==> src/rtl/hpc3_rand_feeder.sv <==
// Mask-bit source for HPC3 masked AND gadgets: a bank of 32-bit Galois LFSR lanes,
// seeded beat by beat, warmed up, then stepped once per accepted output word.
module hpc3_rand_feeder #(
    parameter int unsigned security_order = 1,
    parameter int unsigned num_gadgets    = 1,
    parameter int unsigned warmup_cycles  = 32
) (
    input  logic                                                     clk,
    input  logic                                                     rst_n,
    input  logic [31:0]                                              seed_in,
    input  logic                                                     seed_valid,
    output logic                                                     seed_ready,
    output logic [num_gadgets*security_order*(security_order+1)-1:0] rnd_o,
    output logic                                                     rnd_valid,
    input  logic                                                     rnd_ready
);

    localparam int unsigned RW   = num_gadgets * security_order * (security_order + 1);
    localparam int unsigned NL   = (RW + 31) / 32;
    localparam int unsigned IdxW = (NL > 1) ? $clog2(NL) : 1;
    localparam int unsigned WcW  = (warmup_cycles > 1) ? $clog2(warmup_cycles) : 1;

    localparam logic [31:0]     Taps    = 32'h8020_0003;
    localparam logic [IdxW-1:0] LastIdx = IdxW'(NL - 1);
    localparam logic [WcW-1:0]  LastWc  = WcW'(warmup_cycles - 1);

    typedef enum logic [1:0] {
        StIdle,
        StLoad,
        StWarmup,
        StRun
    } state_e;

    localparam state_e PostLoadSt = (warmup_cycles > 0) ? StWarmup : StRun;

    // x^32 + x^22 + x^2 + x + 1, right-shifting Galois form.
    function automatic logic [31:0] lane_step(input logic [31:0] s);
        return (s >> 1) ^ (s[0] ? Taps : 32'h0);
    endfunction

    state_e          state_q, state_d;
    logic [IdxW-1:0] idx_q, idx_d;
    logic [WcW-1:0]  wcnt_q, wcnt_d;
    logic [31:0]     lane_q [NL];
    logic [31:0]     lane_d [NL];
    logic [31:0]     seed_word;
    logic [NL*32-1:0] lanes_flat;

    // An all-zero lane would lock up, so a zero beat is replaced by 1.
    assign seed_word = (seed_in == 32'h0) ? 32'h1 : seed_in;

    always_comb begin
        state_d    = state_q;
        idx_d      = idx_q;
        wcnt_d     = wcnt_q;
        for (int i = 0; i < int'(NL); i++) begin
            lane_d[i] = lane_q[i];
        end
        seed_ready = (state_q != StWarmup);
        rnd_valid  = (state_q == StRun);

        case (state_q)
            StIdle, StRun: begin
                // A seed beat in RUN wins over a simultaneous consumer handshake.
                if (seed_valid) begin
                    lane_d[0] = seed_word;
                    idx_d     = IdxW'(1);
                    state_d   = (NL == 1) ? PostLoadSt : StLoad;
                end else if (state_q == StRun && rnd_ready) begin
                    for (int i = 0; i < int'(NL); i++) begin
                        lane_d[i] = lane_step(lane_q[i]);
                    end
                end
            end
            StLoad: begin
                if (seed_valid) begin
                    lane_d[idx_q] = seed_word;
                    idx_d         = idx_q + IdxW'(1);
                    if (idx_q == LastIdx) begin
                        state_d = PostLoadSt;
                    end
                end
            end
            StWarmup: begin
                for (int i = 0; i < int'(NL); i++) begin
                    lane_d[i] = lane_step(lane_q[i]);
                end
                if (wcnt_q == LastWc) begin
                    wcnt_d  = '0;
                    state_d = StRun;
                end else begin
                    wcnt_d = wcnt_q + WcW'(1);
                end
            end
            default: begin
                state_d = StIdle;
            end
        endcase
    end

    always_comb begin
        lanes_flat = '0;
        for (int i = 0; i < int'(NL); i++) begin
            lanes_flat[i*32 +: 32] = lane_q[i];
        end
    end

    assign rnd_o = lanes_flat[RW-1:0];

    always_ff @(posedge clk or negedge rst_n) begin
        if (!rst_n) begin
            state_q <= StIdle;
            idx_q   <= '0;
            wcnt_q  <= '0;
            for (int i = 0; i < int'(NL); i++) begin
                lane_q[i] <= '0;
            end
        end else begin
            state_q <= state_d;
            idx_q   <= idx_d;
            wcnt_q  <= wcnt_d;
            for (int i = 0; i < int'(NL); i++) begin
                lane_q[i] <= lane_d[i];
            end
        end
    end

endmodule

==> config.mk <==
export PLATFORM = sky130hd
export DESIGN_NAME = hpc3_rand_feeder
export DESIGN_NICKNAME = d
export VERILOG_FILES = /design/src/rtl/hpc3_rand_feeder.sv
export SDC_FILE = /design/constraint.sdc
export NUM_CORES = 1
export LEC_CHECK = 0
export BUFFER_PORTS_ARGS = -buffer_cell sky130_fd_sc_hd__buf_2
export CAP_MARGIN = 5
export CORE_UTILIZATION = 55
export CTS_CLUSTER_DIAMETER = 120
export DETAILED_ROUTE_END_ITERATION = 8
export GPL_ROUTABILITY_DRIVEN = 0
export PLACE_DENSITY_LB_ADDON = 0.05
export SYNTH_ARGS = -nofsm -noshare
export SYNTH_HDL_FRONTEND = slang
export SYNTH_SLANG_ARGS = --single-unit
==> constraint.sdc <==
create_clock -name clk -period 3.65 [get_ports clk]
set_input_delay 0.73 -clock clk [delete_from_list [all_inputs] [get_ports clk]]
set_output_delay 0.73 -clock clk [all_outputs]
set_load 0.02 [all_outputs]
After elaboration in Yosys (flattened, before gate mapping)
Cells that the tools add are included.

word-level totals
  output and inout port bits = 4
  logic and storage cells = 45
  register bits after elaboration = 40

operators by class
  equal/unequal tests = 10
  muxes and demuxes = 17
  bitwise logic cells = 1
  $lt $le $gt $ge = 2
  add/sub/neg operators = 2
  reduce and logical (&&, ||, !) cells = 9

operators with widths
  operator                                                                count
  32-bit 2-to-1 mux                                                       6
  32-bit case mux with 3 select lines                                     1
  32-bit bitwise mux                                                      1
  32-bit logical NOT                                                      1
  31-bit by 32-bit bitwise XOR with 32-bit output                         1
  2-bit inequality test (second input constant)                           5
  2-bit 2-to-1 mux                                                        4
  2-bit case mux with 3 select lines                                      1
  5-bit by 1-bit adder with 5-bit output (second input constant)          1
  5-bit equality test (second input constant)                             1
  5-bit 2-to-1 mux                                                        1
  2-bit equality test (second input constant)                             2
  4-bit AND reduction                                                     1
  3-bit inequality test (second input constant)                           1
  3-bit AND reduction                                                     1
  2-bit by 1-bit equality test with 1-bit output (second input constant)  1
  1-bit logical AND                                                       2
  2-bit logical NOT                                                       1
  1-bit 2-to-1 mux                                                        2
  1-bit case mux with 2 select lines                                      1
  2-bit AND reduction                                                     1
  2-bit nonzero test                                                      1
  2-bit OR reduction                                                      1
  1-bit adder (second input constant)                                     1
  2 further kinds                                                         2

Depth between registers and ports, before layout
Gate-level depths: netlist of the first run.

  depth after elaboration = 6
  gate-level depth with buffers = 9
  mapped depth without buffers = 6

Worst setup path before layout of the first run
No wires, ideal clock.

  kind = input -> register
  from = input port seed_valid
  to = register lane_q[1] (netlist name)
  required time = 3.524 ns
  path buffers = 3
  library setup time = 0.126 ns
  arrival = 1.824 ns
  path slack = 1.700 ns
  stages on the path = 6
  cell sequence = buf_4 o21ba_1 buf_6 or2_1 buf_6 a221o_1

between the ends
  longest elaborated chain between the ends = 2
  elaborated cells between the ends (all ways) = 5
  classes of those cells = eq/ne: 2; mux: 2; reduce/logical: 1

RTL lines
  element                                                                            RTL line  RTL
  start, declared                                                                    11        input logic seed_valid,
  32-bit 2-to-1 mux (tied with other cells)                                          65        if (seed_valid) begin
  32-bit case mux with 3 select lines / 2-bit AND reduction (equally long branches)  -
  end signal, assigned by index                                                      123       lane_q[i] <= lane_d[i];
  end, declared                                                                      44        logic [31:0] lane_q [NL];

Parallel ways exist; a longest one is shown, timed or not.
A chain may end at the register's enable or synchronous reset.

Final worst setup path of the first run
  from = register state_q[0]
  to = register lane_q[0] (netlist name)

between the ends
  longest elaborated chain between the ends = 4
  elaborated cells between the ends (all ways) = 10
  classes of those cells = eq/ne: 5; mux: 1; reduce/logical: 4

RTL lines
  element                                                          RTL line  RTL
  start, declared                                                  41        state_e state_q, state_d;
  start signal, assigned                                           112       state_q <= StIdle;
  start signal, assigned                                           119       state_q <= state_d;
  2-bit equality test / 2-bit logical NOT (equally long branches)  62, 69
  2-bit OR reduction / 1-bit logical AND (equally long branches)   62, 69
  3-bit inequality test (no line)                                  -
  2-bit AND reduction (no line)                                    -

Parallel ways exist; a longest one is shown, timed or not.

==> impl_metrics.py, run 1 <==
metrics = {
    "critical_path": {
        "reg2reg_from": "state_q[0]",
        "cp-end-kind": "flip-flop",
        "crit_type": "flip-flop to flip-flop",
        "crit_required_ns": 3.81,
        "reg2reg_depth": 6,
        "reg2reg_to": "lane_q[0]",
        "cp-start-kind": "flip-flop",
        "path_max_fanout": 29,
        "critPathArrivalTime_ns": 2.65,
        "rrSetupSlack_ns": 1.17,
    },
    "routing": {
        "wirelength_um": 4551,
        "first_iter_violations": 218,
        "drc_errors": 0,
        "antenna_left": 0,
        "dr.pass1.iters": 4,
        "viasPerCell": 6.374,
        "vias": 1689,
        "wl_per_cell_um": 17.17,
    },
    "logic_synthesis": {
        "yosysTopAreaCell": "dfrtp_1",
        "yosys.cell_types.count": 35,
        "postSynthCellCount": 185,
        "netlist.area_leader.share_pct": 47.65,
        "syn_area_per_cell_um2": 11.36,
        "synth_seq_area_share_pct": 47.65,
        "synth_warnings": 0,
        "syn_nets": 226,
        "synth-seq-cells": 40,
        "synth.area.top_cells": "dfrtp_1 48%, o2bb2ai_1 11%, a22oi_1 9.6%",
        "syn_area_um2": 2101,
    },
    "floorplan": {
        "row_count": 22,
        "die_area_um2": 4070,
        "boundaryPins": 40,
        "initial_utilization_pct": 57.38,
        "die_w_um": 63.80,
        "fp.coreArea_um2": 3661,
        "fp.dieH_um": 63.80,
    },
    "place": {
        "dpl_worst_slack_ns": 1.244,
        "dp_hpwl_um": 3181,
        "numPortBuffers": 39,
        "post_dp_cell_area_um2": 2260,
    },
    "finish": {
        "areaGrowthSynthToFinish_pct": 12.69,
        "final_common_cell": "dfrtp_1",
        "post-route-cell-area_um2": 2367,
        "mostFrequentLayoutCells": "40 x dfrtp_1, 39 x buf_2, 27 x a22oi_1, 27 x o2bb2ai_1, 8 x nor4_1",
        "layout.nets": 257,
        "layout-drive-gt1-share_pct": 25.35,
        "diodes": 0,
    },
    "timing": {
        "finalHoldViolations": 0,
        "fin_hold_ws_ns": 0.4922,
        "finalMaxSlewViolations": 0,
        "fin_ws_ns": 1.167,
        "fin_crit_sh_pct": 68.03,
        "tns_ns": 0,
        "rsz0062_at_grt": "false",
        "timing.fmax_mhz": 402.7,
        "post-route-min-period_ns": 2.483,
        "fin_skew_ns": 0.01069,
        "max_slew_margin_pct": 36.21,
        "finalSetupViolations": 0,
        "tightest_slew_ns": 0.9546,
    },
    "clock_network": {
        "cts-buffers-inserted": 5,
        "postCtsSetupRepairBufs": 0,
        "clockRootBuffer": "clkbuf_8",
        "htreeDepth": 2,
        "clock_latency_ns": 0.29,
        "holdBufCountCts": 0,
        "cts_tree": "done",
        "clkSlewWorstSetupHoldPaths_ns": 0.07,
        "cts_resized": 0,
        "clock-sinks": 40,
        "clock_path_buffers": 2,
    },
    "grt": {
        "grt_pass1_vias": 1755,
        "grt.overflow.total": 0,
        "grt_max_degree": 41,
        "groute.usage.overall_pct": 24.96,
        "antenna_found_initial": 0,
        "grt_pass1_wl_um": 7845,
    },
    "min_path": {
        "min_from": "wcnt_q[3]",
        "min_path_type": "flip-flop to flip-flop",
        "whs_path_depth": 1,
        "holdPathEnd": "wcnt_q[3]",
    },
    "power_and_ir_drop": {
        "pwr-share-clk_pct": 19.1,
        "peakVddDrop_uv": 437.0,
        "intPower_mw": 1.144,
        "power_density_nw_per_um2": 775.1,
        "pwr-share-seq_pct": 41.8,
        "switchingPower_mw": 0.6909,
        "p_leak_nw": 1.043,
        "combinationalPowerShare_pct": 39.0,
        "finalPower_mw": 1.835,
        "p_sw_share_pct": 37.66,
    },
    "outcome": {
        "outcome": "complete, no violations",
    },
    "flow_run": {
        "drv_cap": 0,
    },
}
-- routing by layer --
metal | track usage (%) | part of all wire, % | vias to the layer above
li1 | - | - | 796
met1 | 32.55 | 46 | 837
met2 | 39.49 | 47 | 49
met3 | 6.607 | 5.4 | 7
met4 | 9.943 | 1.2 | 0
met5 | 0 | 0 | -
-- stage by stage --
step | util [%] | cells
floorplan | - | 185
global placement | 61.72 | 257
detailed placement | 61.72 | 257
CTS | 64.66 | 265
global route | 64.66 | 265
finish | 64.66 | 265
-- worst max-delay path by stage --
stage	slack, ns	end	cells past startpoint	startpoint
global route	0.90	lane_q[0]	6	state_q[0]
detailed placement	1.24	lane_q[0]	6	state_q[0]
finish	1.17	lane_q[0]	6	state_q[0]
floorplan	1.70	lane_q[1]	6	seed_valid
CTS	1.23	lane_q[0]	6	state_q[0]
global placement	1.35	lane_q[0]	5	seed_valid
-- kinds of logic (layout without fill, tap and decap cells) --
family / after synthesis / count (layout) / synth area share (%)
XOR/XNOR: 2 / 2 / 0.8340
AO/OA/AOI/OAI: 79 / 79 / 29.90
flip-flops: 40 / 40 / 47.65
multiplexers: 8 / 8 / 4.109
buffers and inverters: 20 / 52 / 5.836
AND/OR/NAND/NOR: 31 / 31 / 8.696
adder cells (fa/ha/maj): 5 / 5 / 2.978
-- synth_stat cells --
cell type   n
dfrtp_1    40
a22oi_1    27
o2bb2ai_1  27
nor4_1      8
buf_2       5
clkbuf_1    5
ha_1        5
mux2_2      5
nand2_1     5
a211oi_1    4
buf_6       4
nand2b_1    4
nor2_1      4
o21ai_0     4
a221oi_1    3
buf_4       3
inv_1       3
mux2i_1     3
o31ai_1     3
a21o_1      2
a21oi_1     2
a221o_1     2
a31oi_1     2
and4_1      2
nor2b_1     2
xnor2_1     2
a21boi_1    1
a221oi_2    1
and2_0      1
and3_1      1
nand2_4     1
nand3_1     1
o21ba_1     1
or2_1       1
or3b_1      1
-- flip-flops by register name, summed over array words and instances (netlist names) --
| register | count |
|---|---|
| state_q | 2 |
| lane_q | 32 |
| idx_q | 1 |
| wcnt_q | 5 |
-- critical path, cell delays in order (launching register included) --
cell      delay, ns
dfrtp_1        0.39
inv_1          0.07
ha_1           0.46
nand2b_1       0.22
nand2_1        0.57
a221oi_1       0.54
o31ai_1        0.11
-- layout make-up --
type,instances,area [um^2]
Clock buffer,6,72.57
Clock inverter,2,35.03
Fill cell,299,1294
Inverter,3,11.26
Multi-Input combinational cell,125,977.2
Sequential cell,40,1001
Tap cell,48,60.06
Timing Repair Buffer,41,210.2
-- power by group through the flow --
stage	registers (mW)	logic, mW	clock network, mW
6_report	0.768	0.716	0.351
5_1_grt	0.791	0.812	0.374
4_1_cts	0.767	0.715	0.357
3_5_place_dp	0.772	0.714	0
3_3_place_gp	0.767	0.684	0
2_1_floorplan	0.733	0.607	0
Note: power is estimated with default switching activity, not from simulation.
==> inputs of run 2 (changes only) <==
--- a/config.mk
+++ b/config.mk
@@ -7,7 +7,7 @@
 export LEC_CHECK = 0
 export BUFFER_PORTS_ARGS = -buffer_cell sky130_fd_sc_hd__buf_2
 export CAP_MARGIN = 5
-export CORE_UTILIZATION = 55
+export CORE_UTILIZATION = 49
 export CTS_CLUSTER_DIAMETER = 120
 export DETAILED_ROUTE_END_ITERATION = 8
 export GPL_ROUTABILITY_DRIVEN = 0
==> constraint.sdc (replaced) <==
create_clock -name clk -period 2.2 [get_ports clk]
set_input_delay 0.44 -clock clk [delete_from_list [all_inputs] [get_ports clk]]
set_output_delay 0.44 -clock clk [all_outputs]
set_load 0.02 [all_outputs]
==> run 2 against run 1 <==
Net effect: clock skew down 0.0047 ns; largest power group unchanged; critical endpoint is now lane_q[25]; first-iteration DRC count down 32%; worst setup slack got worse by 0.95 ns.
==> impl_metrics.py, run 2 (synthesis gave the netlist of run 1 again) <==
metrics = {
    "finish": {
        "mostFrequentLayoutCells": "40 x dfrtp_1, 39 x buf_2, 27 x a22oi_1, 27 x o2bb2ai_1",
        "fillers": 362,
        "final_common_cell": "dfrtp_1",
        "regArea_um2": 1001,
        "layout-drive-gt1-share_pct": 26.91,
        "layout.nets": 263,
        "post-route-cell-area_um2": 2397,
        "diodes": 0,
        "areaGrowthSynthToFinish_pct": 14.12,
        "largest_reg_flops": 32,
        "final_util_pct": 59.08,
        "top_register": "lane_q",
        "reg_top3": "lane_q x32, wcnt_q x5, state_q x2",
        "final_cells": 273,
        "multi_input_area_um2": 977.2,
    },
    "grt": {
        "grt_pass1_wl_um": 7810,
        "grt_pass1_vias": 1589,
        "grt.overflow.total": 0,
        "groute.usage.overall_pct": 23.07,
        "grt_max_degree": 29,
        "antenna_found_initial": 0,
    },
    "timing": {
        "finalHoldViolations": 0,
        "max_slew_margin_pct": 66.60,
        "post-route-min-period_ns": 1.978,
        "tightest_slew_ns": 0.5010,
        "tns_ns": 0,
        "timing.fmax_mhz": 505.5,
        "fin_skew_ns": 0.005998,
        "fin_ws_ns": 0.2217,
        "finalMaxSlewViolations": 0,
        "rsz0062_at_grt": "false",
        "finalSetupViolations": 0,
        "fin_crit_sh_pct": 89.92,
        "fin_hold_ws_ns": 0.1067,
    },
    "critical_path": {
        "cp-end-kind": "flip-flop",
        "cp-endpoint": "lane_q[25]",
        "critPathArrivalTime_ns": 2.18,
        "crit_required_ns": 2.41,
        "reg2reg_to": "lane_q[25]",
        "path_max_fanout": 28,
        "cp-start-kind": "flip-flop",
        "reg2reg_from": "state_q[0]",
        "rrSetupSlack_ns": 0.22,
        "reg2reg_depth": 6,
        "crit_type": "flip-flop to flip-flop",
        "crit_start": "state_q[0]",
    },
    "routing": {
        "antenna_left": 0,
        "first_iter_violations": 148,
        "drc_errors": 0,
        "viasPerCell": 6.242,
        "wirelength_um": 4724,
        "vias": 1704,
        "wl_per_cell_um": 17.30,
        "dr.pass1.iters": 4,
    },
    "floorplan": {
        "die_w_um": 67.48,
        "die_area_um2": 4553,
        "fp.coreArea_um2": 4058,
        "initial_utilization_pct": 51.77,
        "boundaryPins": 40,
        "fp.dieH_um": 67.48,
        "row_count": 23,
    },
    "clock_network": {
        "holdBufCountCts": 0,
        "htreeDepth": 2,
        "clkSlewWorstSetupHoldPaths_ns": 0.08,
        "cts_tree": "done",
        "postCtsSetupRepairBufs": 0,
        "clock_latency_ns": 0.29,
        "clockRootBuffer": "clkbuf_8",
        "cts-buffers-inserted": 5,
        "cts_resized": 0,
        "clock_path_buffers": 2,
        "clock-sinks": 40,
    },
    "outcome": {
        "outcome": "complete, no violations",
    },
    "min_path": {
        "min_path_type": "primary input to asynchronous set/reset pin",
    },
    "power_and_ir_drop": {
        "power_density_nw_per_um2": 1258,
        "finalPower_mw": 3.015,
        "p_leak_nw": 1.063,
        "peakVddDrop_uv": 659.8,
    },
    "place": {
        "dpl_worst_slack_ns": 0.2533,
        "dp_cells": 265,
        "dp_hpwl_um": 3477,
        "numPortBuffers": 39,
        "post_dp_cell_area_um2": 2307,
    },
    "flow_run": {
        "drv_cap": 0,
    },
}
-- run 2: cell count changes in the layout (fill, tap and decap cells not counted) --
cell       before  now
buf_4           2    8
bufinv_16       1    0
clkbuf_1        1    2
clkbuf_8        5    6
clkinv_2        1    0
-- run 2: how the worst min path moves through the flow --
stage / slack (ns) / from / endpoint
after floorplan: 0.14 / rst_n / idx_q
after global placement: 0.43 / rst_n / lane_q[21]
after detailed placement: 0.44 / rst_n / lane_q[21]
after CTS: 0.12 / rst_n / lane_q[21]
after global routing: 0.13 / rst_n / lane_q[0]
final: 0.11 / rst_n / lane_q[21]
-- run 2: where the power goes --
group / internal, mW / switching [mW] / leakage (nW)
clock: 0.256 / 0.238 / 0.0455
combinational: 0.559 / 0.687 / 0.509
sequential: 1.05 / 0.224 / 0.508
total: 1.87 / 1.15 / 1.06
-- run 2: layout make-up --
class / instances / share of cell area (%)
timing repair buffer: 47 / 10.65
inverter: 3 / 0.4697
tap: 50 / 2.610
clock buffer: 8 / 3.758
sequential: 40 / 41.75
multi-input combinational: 125 / 40.76
-- run 2: critical path, stage by stage (launching register included) --
cell       delay [ns]
dfrtp_1          0.38
inv_1            0.08
ha_1             0.36
or3b_1           0.45
nand2_4          0.30
a22oi_1          0.15
o2bb2ai_1        0.18
-- run 2: routing by layer --
layer / global-route usage, % / wire [um]
met5: 0 / 0
met4: 5.585 / 40
met3: 5.068 / 217
met2: 34.16 / 2208
met1: 33.94 / 2257
==> inputs of run 3 (changes only) <==
--- a/config.mk
+++ b/config.mk
@@ -7,7 +7,7 @@
 export LEC_CHECK = 0
 export BUFFER_PORTS_ARGS = -buffer_cell sky130_fd_sc_hd__buf_2
 export CAP_MARGIN = 5
-export CORE_UTILIZATION = 49
+export CORE_UTILIZATION = 55
 export CTS_CLUSTER_DIAMETER = 120
 export DETAILED_ROUTE_END_ITERATION = 8
 export GPL_ROUTABILITY_DRIVEN = 0
==> constraint.sdc (replaced) <==
create_clock -name clk -period 2 [get_ports clk]
set_input_delay 0.4 -clock clk [delete_from_list [all_inputs] [get_ports clk]]
set_output_delay 0.4 -clock clk [all_outputs]
set_load 0.02 [all_outputs]
==> run 3 against run 2 <==
Net effect: combinational power is 17% higher; flip-flop and latch count is the same; count of clock-buffer cells in the layout down 3; sequential share of layout area shrank 0.77 points; final cell count decreased by 0.37%; cell area up 1.9%; power is 12% higher; core utilization increased by 7.6 points; critical path type is now flip-flop to primary output; largest cell class unchanged.
==> impl_metrics.py, run 3 (synthesis gave the netlist of run 1 again) <==
metrics = {
    "outcome": {
        "outcome": "complete, no violations",
    },
    "timing": {
        "fin_hold_ws_ns": 0.06533,
        "timing.fmax_mhz": 525.9,
        "finalMaxSlewViolations": 0,
        "rsz0062_at_grt": "false",
        "tns_ns": 0,
        "post-route-min-period_ns": 1.901,
        "fin_crit_sh_pct": 95.07,
        "finalSetupViolations": 0,
        "max_slew_margin_pct": 72.32,
        "fin_skew_ns": 0.006456,
        "finalHoldViolations": 0,
        "tightest_slew_ns": 0.4114,
    },
    "critical_path": {
        "cpPeakStageDelay_ns": 0.40,
        "reg2reg_depth": 6,
        "reg2reg_from": "state_q[0]",
        "crit_top_cell": "inv_1",
        "crit_slowest_cell": "dfrtp_1",
        "cp-start-kind": "flip-flop",
        "critPathArrivalTime_ns": 1.50,
        "path_max_fanout": 8,
        "rrSetupSlack_ns": 0.1,
        "critPathBufInv": 4,
        "cp-end-kind": "primary output",
        "crit_chain": "inv_1 > ha_1 > buf_4 > inv_1 > buf_2",
        "crit_type": "flip-flop to primary output",
        "reg2reg_to": "lane_q[21]",
        "crit_required_ns": 1.60,
        "crit_family": "buffers and inverters",
    },
    "floorplan": {
        "die_area_um2": 4070,
        "fp.coreArea_um2": 3661,
        "row_count": 22,
        "initial_utilization_pct": 57.38,
        "fp.dieH_um": 63.80,
        "die_w_um": 63.80,
        "boundaryPins": 40,
    },
    "finish": {
        "layout.nets": 265,
        "mostFrequentLayoutCells": "40 x dfrtp_1, 39 x buf_2, 27 x a22oi_1, 27 x o2bb2ai_1",
        "top_register": "lane_q",
        "reg_top3": "lane_q x32, wcnt_q x5, state_q x2",
        "fillers": 292,
        "layout-drive-gt1-share_pct": 29.46,
        "largest_reg_flops": 32,
        "final_common_cell": "dfrtp_1",
        "diodes": 0,
        "areaGrowthSynthToFinish_pct": 16.26,
        "final_util_pct": 66.71,
        "regArea_um2": 1001,
        "multi_input_area_um2": 998.5,
    },
    "clock_network": {
        "clock_latency_ns": 0.30,
        "htreeDepth": 2,
        "clock_path_buffers": 2,
        "cts-buffers-inserted": 5,
        "cts_tree": "done",
        "clock-sinks": 40,
        "clkSlewWorstSetupHoldPaths_ns": 0.08,
        "clockRootBuffer": "clkbuf_8",
        "holdBufCountCts": 0,
    },
    "routing": {
        "vias": 1699,
        "wl_per_cell_um": 17.56,
        "drc_errors": 0,
        "first_iter_violations": 132,
        "wirelength_um": 4776,
        "viasPerCell": 6.246,
        "antenna_left": 0,
        "dr.pass1.iters": 4,
    },
    "place": {
        "numPortBuffers": 39,
        "dp_hpwl_um": 3366,
    },
    "flow_run": {
        "drv_cap": 0,
    },
    "grt": {
        "grt_max_degree": 41,
        "antenna_found_initial": 0,
        "groute.usage.overall_pct": 26.05,
        "grt_pass1_wl_um": 8073,
        "grt.overflow.total": 0,
        "grt_pass1_vias": 1646,
    },
    "power_and_ir_drop": {
        "p_leak_nw": 1.081,
        "peakVddDrop_uv": 829.6,
        "power_density_nw_per_um2": 1380,
    },
    "min_path": {
        "min_path_type": "primary input to asynchronous set/reset pin",
    },
}
run 3: worst max path at each step:
stage	from	endpoint	slack (ns)	cells past startpoint
floorplan	state_q[0]	lane_q[1]	0.06	8
global placement	state_q[0]	lane_q[27]	0.14	8
detailed placement	state_q[0]	lane_q[4]	0.06	8
CTS	state_q[0]	lane_q[4]	0.004	8
global route	state_q[0]	lane_q[0]	0.003	6
finish	state_q[0]	seed_ready	0.1	5
run 3: power breakdown:
group          switching, mW  internal [mW]
registers              0.240           1.16
clock network          0.276          0.236
logic                  0.792          0.671
run 3: layout make-up:
| class | instances | area share, % |
|---|---|---|
| well taps | 48 | 2.459 |
| flip-flops and latches | 40 | 40.98 |
| clock buffers | 5 | 2.818 |
| repair buffers | 49 | 11.89 |
| multi-input cells | 125 | 40.88 |
| inverters | 3 | 0.4611 |
| clock inverters | 2 | 0.5123 |
run 3: worst register-to-register path, stage by stage (launching register included):
cell and delay, ns:
dfrtp_1 0.38, inv_1 0.09, ha_1 0.34, a21boi_1 0.14, o21ba_1 0.20, or2_4 0.29, a221o_1 0.34
run 3: metrics by stage:
step / area [um^2] / cells / power [mW] / worst slack (ns)
after global routing: 2442 / 272 / 3.635 / 0.002628
after floorplan: 2101 / 185 / 2.445 / 0.06003
after detailed placement: 2325 / 264 / 2.788 / 0.05665
after global placement: 2325 / 264 / 2.717 / 0.1432
after CTS: 2406 / 271 / 3.312 / 0.004454
final: 2442 / 272 / 3.370 / 0.09854
run 3: repair_timing:
action                                 CTS  global route
gates resized for setup                  0             6
endpoints found under the hold margin    0             0
buffers inserted                         0             1
setup endpoints to repair                0            30
run 3: layer usage:
| layer | part of all wire, % | vias to the layer above | global-route usage [%] |
|---|---|---|---|
| met5 | 0 | - | 0 |
| met2 | 49 | 44 | 39.10 |
| met4 | 1.2 | 0 | 10.23 |
| li1 | - | 814 | - |
| met3 | 4.7 | 5 | 5.714 |
| met1 | 46 | 836 | 36.66 |
